===== config.mk =====
export PLATFORM = sky130hd
export DESIGN_NAME = wb_host_bridge
export DESIGN_NICKNAME = d
export VERILOG_FILES = /design/src/rtl/wb_host_bridge.sv
export SDC_FILE = /design/constraint.sdc
export NUM_CORES = 1
export LEC_CHECK = 0
export CAP_MARGIN = 10
export CORE_AREA = 3 3 110 112
export DETAILED_ROUTE_END_ITERATION = 8
export DIE_AREA = 0 0 113 115
export PLACE_DENSITY_LB_ADDON = 0.1
export SYNTH_ARGS = -nofsm -noshare
export SYNTH_HDL_FRONTEND = slang
export SYNTH_SLANG_ARGS = --single-unit

===== constraint.sdc =====
create_clock -name wb_clk_i -period 5.2 [get_ports wb_clk_i]
set_clock_uncertainty 0.05 [all_clocks]
set_input_delay 1.04 -clock wb_clk_i [delete_from_list [all_inputs] [get_ports wb_clk_i]]
set_output_delay 1.04 -clock wb_clk_i [all_outputs]
set_load 0.02 [all_outputs]

===== src/rtl/wb_host_bridge.sv =====
// wb_host_bridge: Wishbone classic single-beat initiator driven by a valid/ready command stream
module wb_host_bridge #(
    parameter int ADDR_W  = 32,
    parameter int DATA_W  = 32,
    parameter int TIMEOUT = 255
) (
    input  logic                wb_clk_i,
    input  logic                wb_rst_ni,
    input  logic                cmd_valid_i,
    output logic                cmd_ready_o,
    input  logic                cmd_we_i,
    input  logic [ADDR_W-1:0]   cmd_adr_i,
    input  logic [DATA_W-1:0]   cmd_dat_i,
    input  logic [DATA_W/8-1:0] cmd_sel_i,
    output logic                rsp_valid_o,
    input  logic                rsp_ready_i,
    output logic [DATA_W-1:0]   rsp_dat_o,
    output logic                rsp_err_o,
    output logic                wbm_cyc_o,
    output logic                wbm_stb_o,
    output logic                wbm_we_o,
    output logic [DATA_W/8-1:0] wbm_sel_o,
    output logic [ADDR_W-1:0]   wbm_adr_o,
    output logic [DATA_W-1:0]   wbm_dat_o,
    input  logic                wbm_ack_i,
    input  logic [DATA_W-1:0]   wbm_dat_i,
    output logic                busy_o,
    output logic [7:0]          err_cnt_o
);
    localparam int SEL_W = DATA_W / 8;
    localparam int WD_W  = (TIMEOUT > 0) ? $clog2(TIMEOUT + 1) : 1;
    localparam logic [1:0] S_IDLE = 2'd0;
    localparam logic [1:0] S_BUS  = 2'd1;
    localparam logic [1:0] S_RESP = 2'd2;

    logic [1:0]        r_state;
    logic [WD_W-1:0]   r_wd;
    logic [7:0]        r_err_cnt;
    logic              r_cyc;
    logic              r_we;
    logic [SEL_W-1:0]  r_sel;
    logic [ADDR_W-1:0] r_adr;
    logic [DATA_W-1:0] r_dat;
    logic              r_rsp_valid;
    logic [DATA_W-1:0] r_rsp_dat;
    logic              r_rsp_err;
    logic              w_expire;

    // Watchdog hits its limit on the TIMEOUT-th cycle the strobe has been held
    assign w_expire    = (TIMEOUT != 0) && (r_wd == WD_W'(TIMEOUT - 1));
    assign cmd_ready_o = (r_state == S_IDLE);
    assign busy_o      = (r_state != S_IDLE);
    assign wbm_cyc_o   = r_cyc;
    assign wbm_stb_o   = r_cyc;
    assign wbm_we_o    = r_we;
    assign wbm_sel_o   = r_sel;
    assign wbm_adr_o   = r_adr;
    assign wbm_dat_o   = r_dat;
    assign rsp_valid_o = r_rsp_valid;
    assign rsp_dat_o   = r_rsp_dat;
    assign rsp_err_o   = r_rsp_err;
    assign err_cnt_o   = r_err_cnt;

    // Command -> bus cycle -> response sequencer with watchdog and error counter
    always_ff @(posedge wb_clk_i or negedge wb_rst_ni) begin
        if (!wb_rst_ni) begin
            r_state     <= S_IDLE;
            r_wd        <= '0;
            r_err_cnt   <= '0;
            r_cyc       <= 1'b0;
            r_we        <= 1'b0;
            r_sel       <= '0;
            r_adr       <= '0;
            r_dat       <= '0;
            r_rsp_valid <= 1'b0;
            r_rsp_dat   <= '0;
            r_rsp_err   <= 1'b0;
        end else begin
            case (r_state)
                S_IDLE: if (cmd_valid_i) begin
                    r_we    <= cmd_we_i;
                    r_sel   <= cmd_sel_i;
                    r_adr   <= {cmd_adr_i[ADDR_W-1:2], 2'b00};
                    r_dat   <= cmd_dat_i;
                    r_cyc   <= 1'b1;
                    r_wd    <= '0;
                    r_state <= S_BUS;
                end
                S_BUS: if (wbm_ack_i) begin
                    r_cyc       <= 1'b0;
                    r_rsp_dat   <= r_we ? '0 : wbm_dat_i;
                    r_rsp_err   <= 1'b0;
                    r_rsp_valid <= 1'b1;
                    r_state     <= S_RESP;
                end else if (w_expire) begin
                    r_cyc       <= 1'b0;
                    r_rsp_dat   <= '0;
                    r_rsp_err   <= 1'b1;
                    r_rsp_valid <= 1'b1;
                    r_err_cnt   <= (r_err_cnt == 8'hFF) ? r_err_cnt : r_err_cnt + 8'd1;
                    r_state     <= S_RESP;
                end else begin
                    r_wd <= r_wd + 1'b1;
                end
                S_RESP: if (rsp_ready_i) begin
                    r_rsp_valid <= 1'b0;
                    r_state     <= S_IDLE;
                end
                default: r_state <= S_IDLE;
            endcase
        end
    end
endmodule


Yosys cells after proc, flatten, opt, wreduce, memory -nomap -nowiden
Cells that the tools add are included.
{"block": "word_totals", "reg_bits": 120, "inputBits": 106, "output_inout_bits": 115, "wordCells": 57}
{"block": "classes", "n_addsub": 2, "eq_ne": 9, "mux": 21, "bitwise": 2, "n_reduce_logical": 12}
{"operator": "$mux 32", "n": 3}
{"operator": "$mux 8", "n": 3}
{"operator": "$add 8x1->8 const B", "n": 2}
{"operator": "$eq 8x8->1 const B", "n": 2}
{"operator": "$pmux 8 s2", "n": 1}
{"operator": "$reduce_and 3->1", "n": 3}
{"operator": "$mux 2", "n": 4}
{"operator": "$ne 2x2->1 const B", "n": 4}
{"operator": "$reduce_and 4->1", "n": 2}
{"operator": "$reduce_bool 2->1", "n": 4}
{"operator": "$mux 1", "n": 7}
{"operator": "$pmux 2 s3", "n": 1}
{"operator": "$pmux 1 s2", "n": 2}
{"operator": "$reduce_and 2->1", "n": 2}
{"operator": "$ne 3x3->1 const B", "n": 1}
{"operator": "$eq 2x1->1 const B", "n": 1}
{"operator": "$eq 2x2->1 const B", "n": 1}
{"operator": "$logic_not 2->1", "n": 1}
{"operator": "$not 1->1", "n": 2}

Longest topological paths before layout
Gate-level depths: netlist (run 1).
{"block": "depth", "ltp_word": 4, "ltp_mapped": 7}

Least setup slack after synthesis (run 1)
No wires, ideal clock.
{"block": "synth_path", "path_type": "input to register", "from": "in wbm_ack_i", "to": "reg r_err_cnt[7], in the netlist err_cnt_o[7]", "t_arrival_ns": 2.259, "path_slack_ns": 2.763, "stages": 5, "cell_sequence": "buf_6 or3b_4 nor3_2 and3_1 mux2_1"}
{"block": "synth_between", "elab_chain_len": 2}
{"item": "start: declaration", "line_no": "25", "rtl": "input logic wbm_ack_i,"}
{"item": "$not 1->1 (no line)"}
{"item": "$reduce_and 4->1 (no line)"}
{"item": "end signal: assignment", "line_no": "100", "rtl": "r_err_cnt <= (r_err_cnt == 8'hFF) ? r_err_cnt : r_err_cnt + 8'd1;"}
{"item": "end: declaration", "line_no": "38", "rtl": "logic [7:0] r_err_cnt;"}
No other way between the ends.
A chain may end at the register's enable or synchronous reset.

Worst setup path in the final report (run 1)
{"block": "layout_path", "from": "reg r_we, in the netlist wbm_we_o", "to": "out wbm_we_o"}
{"item": "start: declaration", "line_no": "40", "rtl": "logic r_we;"}
{"item": "start signal: assignment", "line_no": "81", "rtl": "r_we <= cmd_we_i;"}
{"item": "end: declaration", "line_no": "21", "rtl": "output logic wbm_we_o,"}
No word-level cell between the ends.

==> results of run 1 <==
state kept, by name, indices dropped and copies added, names as in the netlist:
| signal | count |
|---|---|
| rsp_valid_o | 1 |
| wbm_sel_o | 4 |
| rsp_err_o | 1 |
| r_state | 2 |
| wbm_dat_o | 32 |
| wbm_we_o | 1 |
| wbm_cyc_o | 1 |
| err_cnt_o | 8 |
| r_wd | 8 |
| rsp_dat_o | 32 |
| wbm_adr_o | 30 |
layout by cell type (no fill, tap or decap), types with 5 or more instances in the layout:
master	instances
o21ai_1	5
buf_4	6
inv_1	35
nand3_1	6
clkbuf_8	8
nor2_1	7
o21ai_0	30
clkdlybuf4s50_1	215
a21oi_1	8
nand4b_1	32
nand2_1	209
dfrtp_1	120
clkbuf_16	17
cell families after synthesis:
group                      count (synthesis)
and+or+nand+nor                          279
DFF                                      120
adders and majority gates                  3
muxes                                      3
other                                      1
buffers and inverters                     68
AOI/OAI and AO/OA                         55
xor gates and xnor gates                   4
metrics by stage:
| stage | hold WS (ps) | area, um2 |
|---|---|---|
| after floorplan | 454 | 5030 |
| after global placement | 407 | 7250 |
| after detailed placement | 411 | 7250 |
| after CTS | 424 | 7900 |
| after global routing | 437 | 7900 |
| final | 418 | 7900 |
report_power, final:
group	switching [W]	internal [W]	total (W)
clock network	0.000389	0.000855	0.00124
registers	0.000238	0.00131	0.00155
logic	0.00112	0.000927	0.00204
total	0.00174	0.00309	0.00483
worst max path at each step:
stage	startpoint	endpoint	slack, ps
6_report	wbm_we_o	wbm_we_o	2070
4_1_cts	wbm_we_o	wbm_we_o	2050
5_1_grt	wbm_we_o	wbm_we_o	1970
2_1_floorplan	wbm_ack_i	err_cnt_o[7]	2760
3_3_place_gp	wbm_ack_i	rsp_dat_o[8]	2040
3_5_place_dp	wbm_ack_i	rsp_dat_o[7]	1960
per-layer routing:
layer | vias to the layer above | global-route usage | wire length, um
li1 | 2135 | - | -
met1 | 2148 | 0.257 | 5430
met2 | 150 | 0.364 | 7020
met3 | 15 | 0.0821 | 1130
met4 | 0 | 0.0817 | 182
met5 | - | 0 | 0
cell type report:
class	count	area [um2]
fill	882	3420
sequential	120	3000
timing repair buffer	221	2200
multi-input combinational	346	1740
clock buffer	26	539
tap	143	179
inverter	35	131
clock inverter	6	108
==> impl_metrics.yaml, run 1 <==
sta:
  drv_slew: 0
  rsz0062_at_grt: "no"
  timing.slew.headroom: 0.312
  setup_viol: 0
  fmax_mhz: 320
  finalCriticalPeriod_ps: 3130
  fin_crit_sh: 0.601
  finalHoldViolCount: 0
  layout_setup_ws_ps: 2070
  tightest_slew_ps: 1030
  tns_ps: 0
synth:
  syn_avg_cell_area_um2: 9.43
  yosysMostFrequentCell: "nand2_1"
  synth-seq-area-share: 0.597
  netlist_area_um2: 5030
  synthSimpleGateAreaFrac: 0.262
  synth_compound_area_frac: 0.0612
  synth-edff-count: 0
  synth_top_area_frac: 0.597
  synthCells: 533
  synth.distinct_cells: 47
  async_reset_ff_frac: 1.00
  yosysTopAreaCell: "dfrtp_1"
  yosysWarnings: 0
  synthFlopType: "dfrtp_1"
  synth_top_family_by_area: "simple AND/OR/NAND/NOR gates"
  synth_adder_area_share: 0.00747
  synth_area_leaders: "dfrtp_1, nand2_1, nand4b_1, o21ai_0, inv_1"
  ys_ff_latch: 120
  synth-xor-area-share: 0.00697
  synth_commonest_cells: "nand2_1, dfrtp_1, inv_1"
  synth_mux_area_frac: 0.00647
setup_path:
  worst-path-buf-inv: 1
  worst_setup_path_end_kind: "output pin"
  reg2reg_depth: 5
  r2r_slack_ps: 2900
  required_ps: 4110
  crit_cells: 1
  cp_cell_sequence: "clkdlybuf4s50_1"
  arrival_ps: 2040
  critPathSlowestCell: "dfrtp_1"
  cpPeakStageDelay_ps: 880
  crit_type: "register to output pin"
  timing.rr.start: "r_state[1]"
  cp-start-kind: "register"
  worstReg2RegEnd: "wbm_adr_o[23]"
  critPathMaxFanout: 34
  critPathTopFamily: "flip-flops"
global_routing:
  grt_pass1_vias: 4650
  grt_usage: 0.217
  grt_overflow: 0
  grt_start_max_net_pins: 72
  antenna_found_initial: 0
  grt_pass1_wl_um: 22500
die:
  die_area_um2: 13000
  die_w_um: 113
  io_pins: 221
  rows: 39
  start_util: 0.444
  fp.dieH_um: 115
  core_um2: 11300
hold_path:
  hold_class: "register to register"
  worstHoldStart: "wbm_sel_o[2]"
  worstHoldEndpoint: "wbm_sel_o[2]"
  hold_depth: 2
placed_design:
  dpl.cell_count: 865
  hpwlAfterDp_um: 9340
  place.gp.congestion: 0.740
  post-place-ws_ps: 1960
  port_buffers: 216
layout:
  antenna_cells: 0
  stdcell_count: 897
  syn_to_final_growth_pct: 57.2
  fin_util: 0.698
  drive_above_1_share: 0.0637
  nets: 850
route:
  vias_per_cell: 4.96
  dr.pass1.iters: 5
  drt_wl_total_um: 13800
  vias: 4448
  drtIter0Drc: 299
  wl_per_cell_um: 15.3
  antenna_left: 0
  drc_errors: 0
clock_tree:
  insertion_delay_ps: 410
  htreeDepth: 4
  numCtsBuffers: 17
  hold_buffers: 0
  cts_setup_buffers: 0
  cts_root_buf: "clkbuf_16"
  path_clk_slew_ps: 50
  cts_tree: "done"
  clockBufferDepth: 2
  cts.sinks: 120
  cts_resized: 0
pwr:
  ir_drop_mv: 0.376
  power_w: 0.00483
  power_density_nw_per_um2: 612
  leakage_nw: 3.65
run_status:
  status: "finished clean"
flow_run:
  drv_cap: 0
Power figures use the tool's default switching activity.
==> inputs of run 2 (changes only) <==
CORE_AREA = 3 3 120 122   (was 3 3 110 112)
DIE_AREA = 0 0 123 125   (was 0 0 113 115)
clock period = 2.7 ns   (was 5.2 ns; I/O delays follow)
==> run 2 against run 1 <==
Worst setup slack got worse by 1900 ps; highest routed layer unchanged; largest cell class unchanged; via count increased by 0.20%; final cell count increased by 4.5%.
==> impl_metrics.yaml, run 2 (synthesis results as in run 1) <==
placed_design:
  dpl_cell_area_um2: 7370
  port_buffers: 216
  place.gp.congestion: 0.784
  hpwlAfterDp_um: 10000
die:
  start_util: 0.378
  fp.dieH_um: 125
  core_um2: 13300
  io_pins: 221
  rows: 42
  die_w_um: 123
  die_area_um2: 15400
setup_path:
  startpoint: "r_state[1]"
  critPathMaxFanout: 6
  cp-start-kind: "register"
  worstReg2RegEnd: "err_cnt_o[7]"
  r2r_slack_ps: 790
  worst_setup_path_end_kind: "output pin"
  timing.rr.start: "r_state[1]"
  crit_end: "busy_o"
  arrival_ps: 1930
  required_ps: 2110
  crit_type: "register to output pin"
  reg2reg_depth: 4
clock_tree:
  numCtsBuffers: 17
  cts_tree: "done"
  cts_resized: 0
  cts_root_buf: "clkbuf_16"
  clockBufferDepth: 2
  path_clk_slew_ps: 50
  cts.sinks: 120
  hold_buffers: 0
  insertion_delay_ps: 410
  cts_setup_buffers: 0
  htreeDepth: 4
pwr:
  power_density_nw_per_um2: 1170
  leakage_nw: 3.70
  power_w: 0.00940
  ir_drop_mv: 0.667
layout:
  final_cell_mix: "clkdlybuf4s50_1, nand2_1, dfrtp_1"
  nets: 857
  drive_above_1_share: 0.0710
  multi_input_area_um2: 1740
  syn_to_final_growth_pct: 59.4
  final_common_cell: "clkdlybuf4s50_1"
  antenna_cells: 0
  final_area_um2: 8010
  fillers: 1135
  seqCellArea_um2: 3000
sta:
  rsz0062_at_grt: "no"
  finalHoldViolCount: 0
  drv_slew: 0
  tns_ps: 0
  fmax_mhz: 397
  finalCriticalPeriod_ps: 2520
  setup_viol: 0
  fin_crit_sh: 0.933
flow_run:
  drv_cap: 0
global_routing:
  grt_pass1_vias: 4550
  grt_overflow: 0
  grt_start_max_net_pins: 51
  antenna_found_initial: 0
  use_met2: 0.297
  gr-usage-met3: 0.0827
  busiest_layer: "met2"
  grt_usage: 0.185
  grtUsageMet1: 0.220
  grt_pass1_wl_um: 22500
route:
  drt_wl_total_um: 14300
  drtIter0Drc: 256
  wl_per_cell_um: 15.3
  antenna_left: 0
  vias: 4457
  vias_per_cell: 4.76
  drc_errors: 0
  dr.pass1.iters: 4
hold_path:
  hold_class: "input pin to asynchronous set/reset pin"
run_status:
  status: "finished clean"
==> run 2: critical path, stage by stage (launching register included) <==
cell             delay (ps)
dfrtp_1                 460
nor2_1                  370
inv_1                   130
clkdlybuf4s50_1         560
==> run 2: worst min path at each step <==
stage / start / endpoint / slack, ps / cells past startpoint
finish: wb_rst_ni / err_cnt_o[3] / 30 / 1
global route: wb_rst_ni / err_cnt_o[5] / 50 / 1
CTS: wb_rst_ni / err_cnt_o[4] / 40 / 1
detailed placement: wbm_dat_o[28] / wbm_dat_o[28] / 410 / 2
global placement: wbm_dat_o[22] / wbm_dat_o[22] / 410 / 2
floorplan: wb_rst_ni / err_cnt_o[0] / 190 / 0
==> run 2: final cells by class <==
cell class,count,area share
multi-input combinational,346,0.217
clock inverter,8,0.0175
sequential,120,0.375
tap,176,0.0275
inverter,35,0.0164
clock buffer,24,0.0626
timing repair buffer,228,0.284
==> run 2: where the power goes <==
group          total [W]  leakage [nW]  switching, W  internal, W
combinational    0.00403          1.86       0.00220      0.00183
sequential       0.00294          1.52      0.000424      0.00252
clock            0.00242         0.320      0.000763      0.00166
total            0.00940          3.70       0.00339      0.00601
==> run 2: metal layers <==
metal,wire (um),vias up
met2,6760,164
met3,1510,20
met1,5820,2123
met5,0,-
met4,234,0
li1,-,2150
==> run 2: stage by stage <==
| stage | hold WS (ps) | setup slack [ps] | std cells | utilization |
|---|---|---|---|---|
| after global placement | 405 | 258 | 905 | 0.554 |
| after floorplan | 194 | 763 | 534 | - |
| after global routing | 53.7 | 124 | 937 | 0.603 |
| after detailed placement | 412 | 222 | 905 | 0.554 |
| after CTS | 40.2 | 160 | 937 | 0.603 |
| final | 27.0 | 182 | 937 | 0.603 |
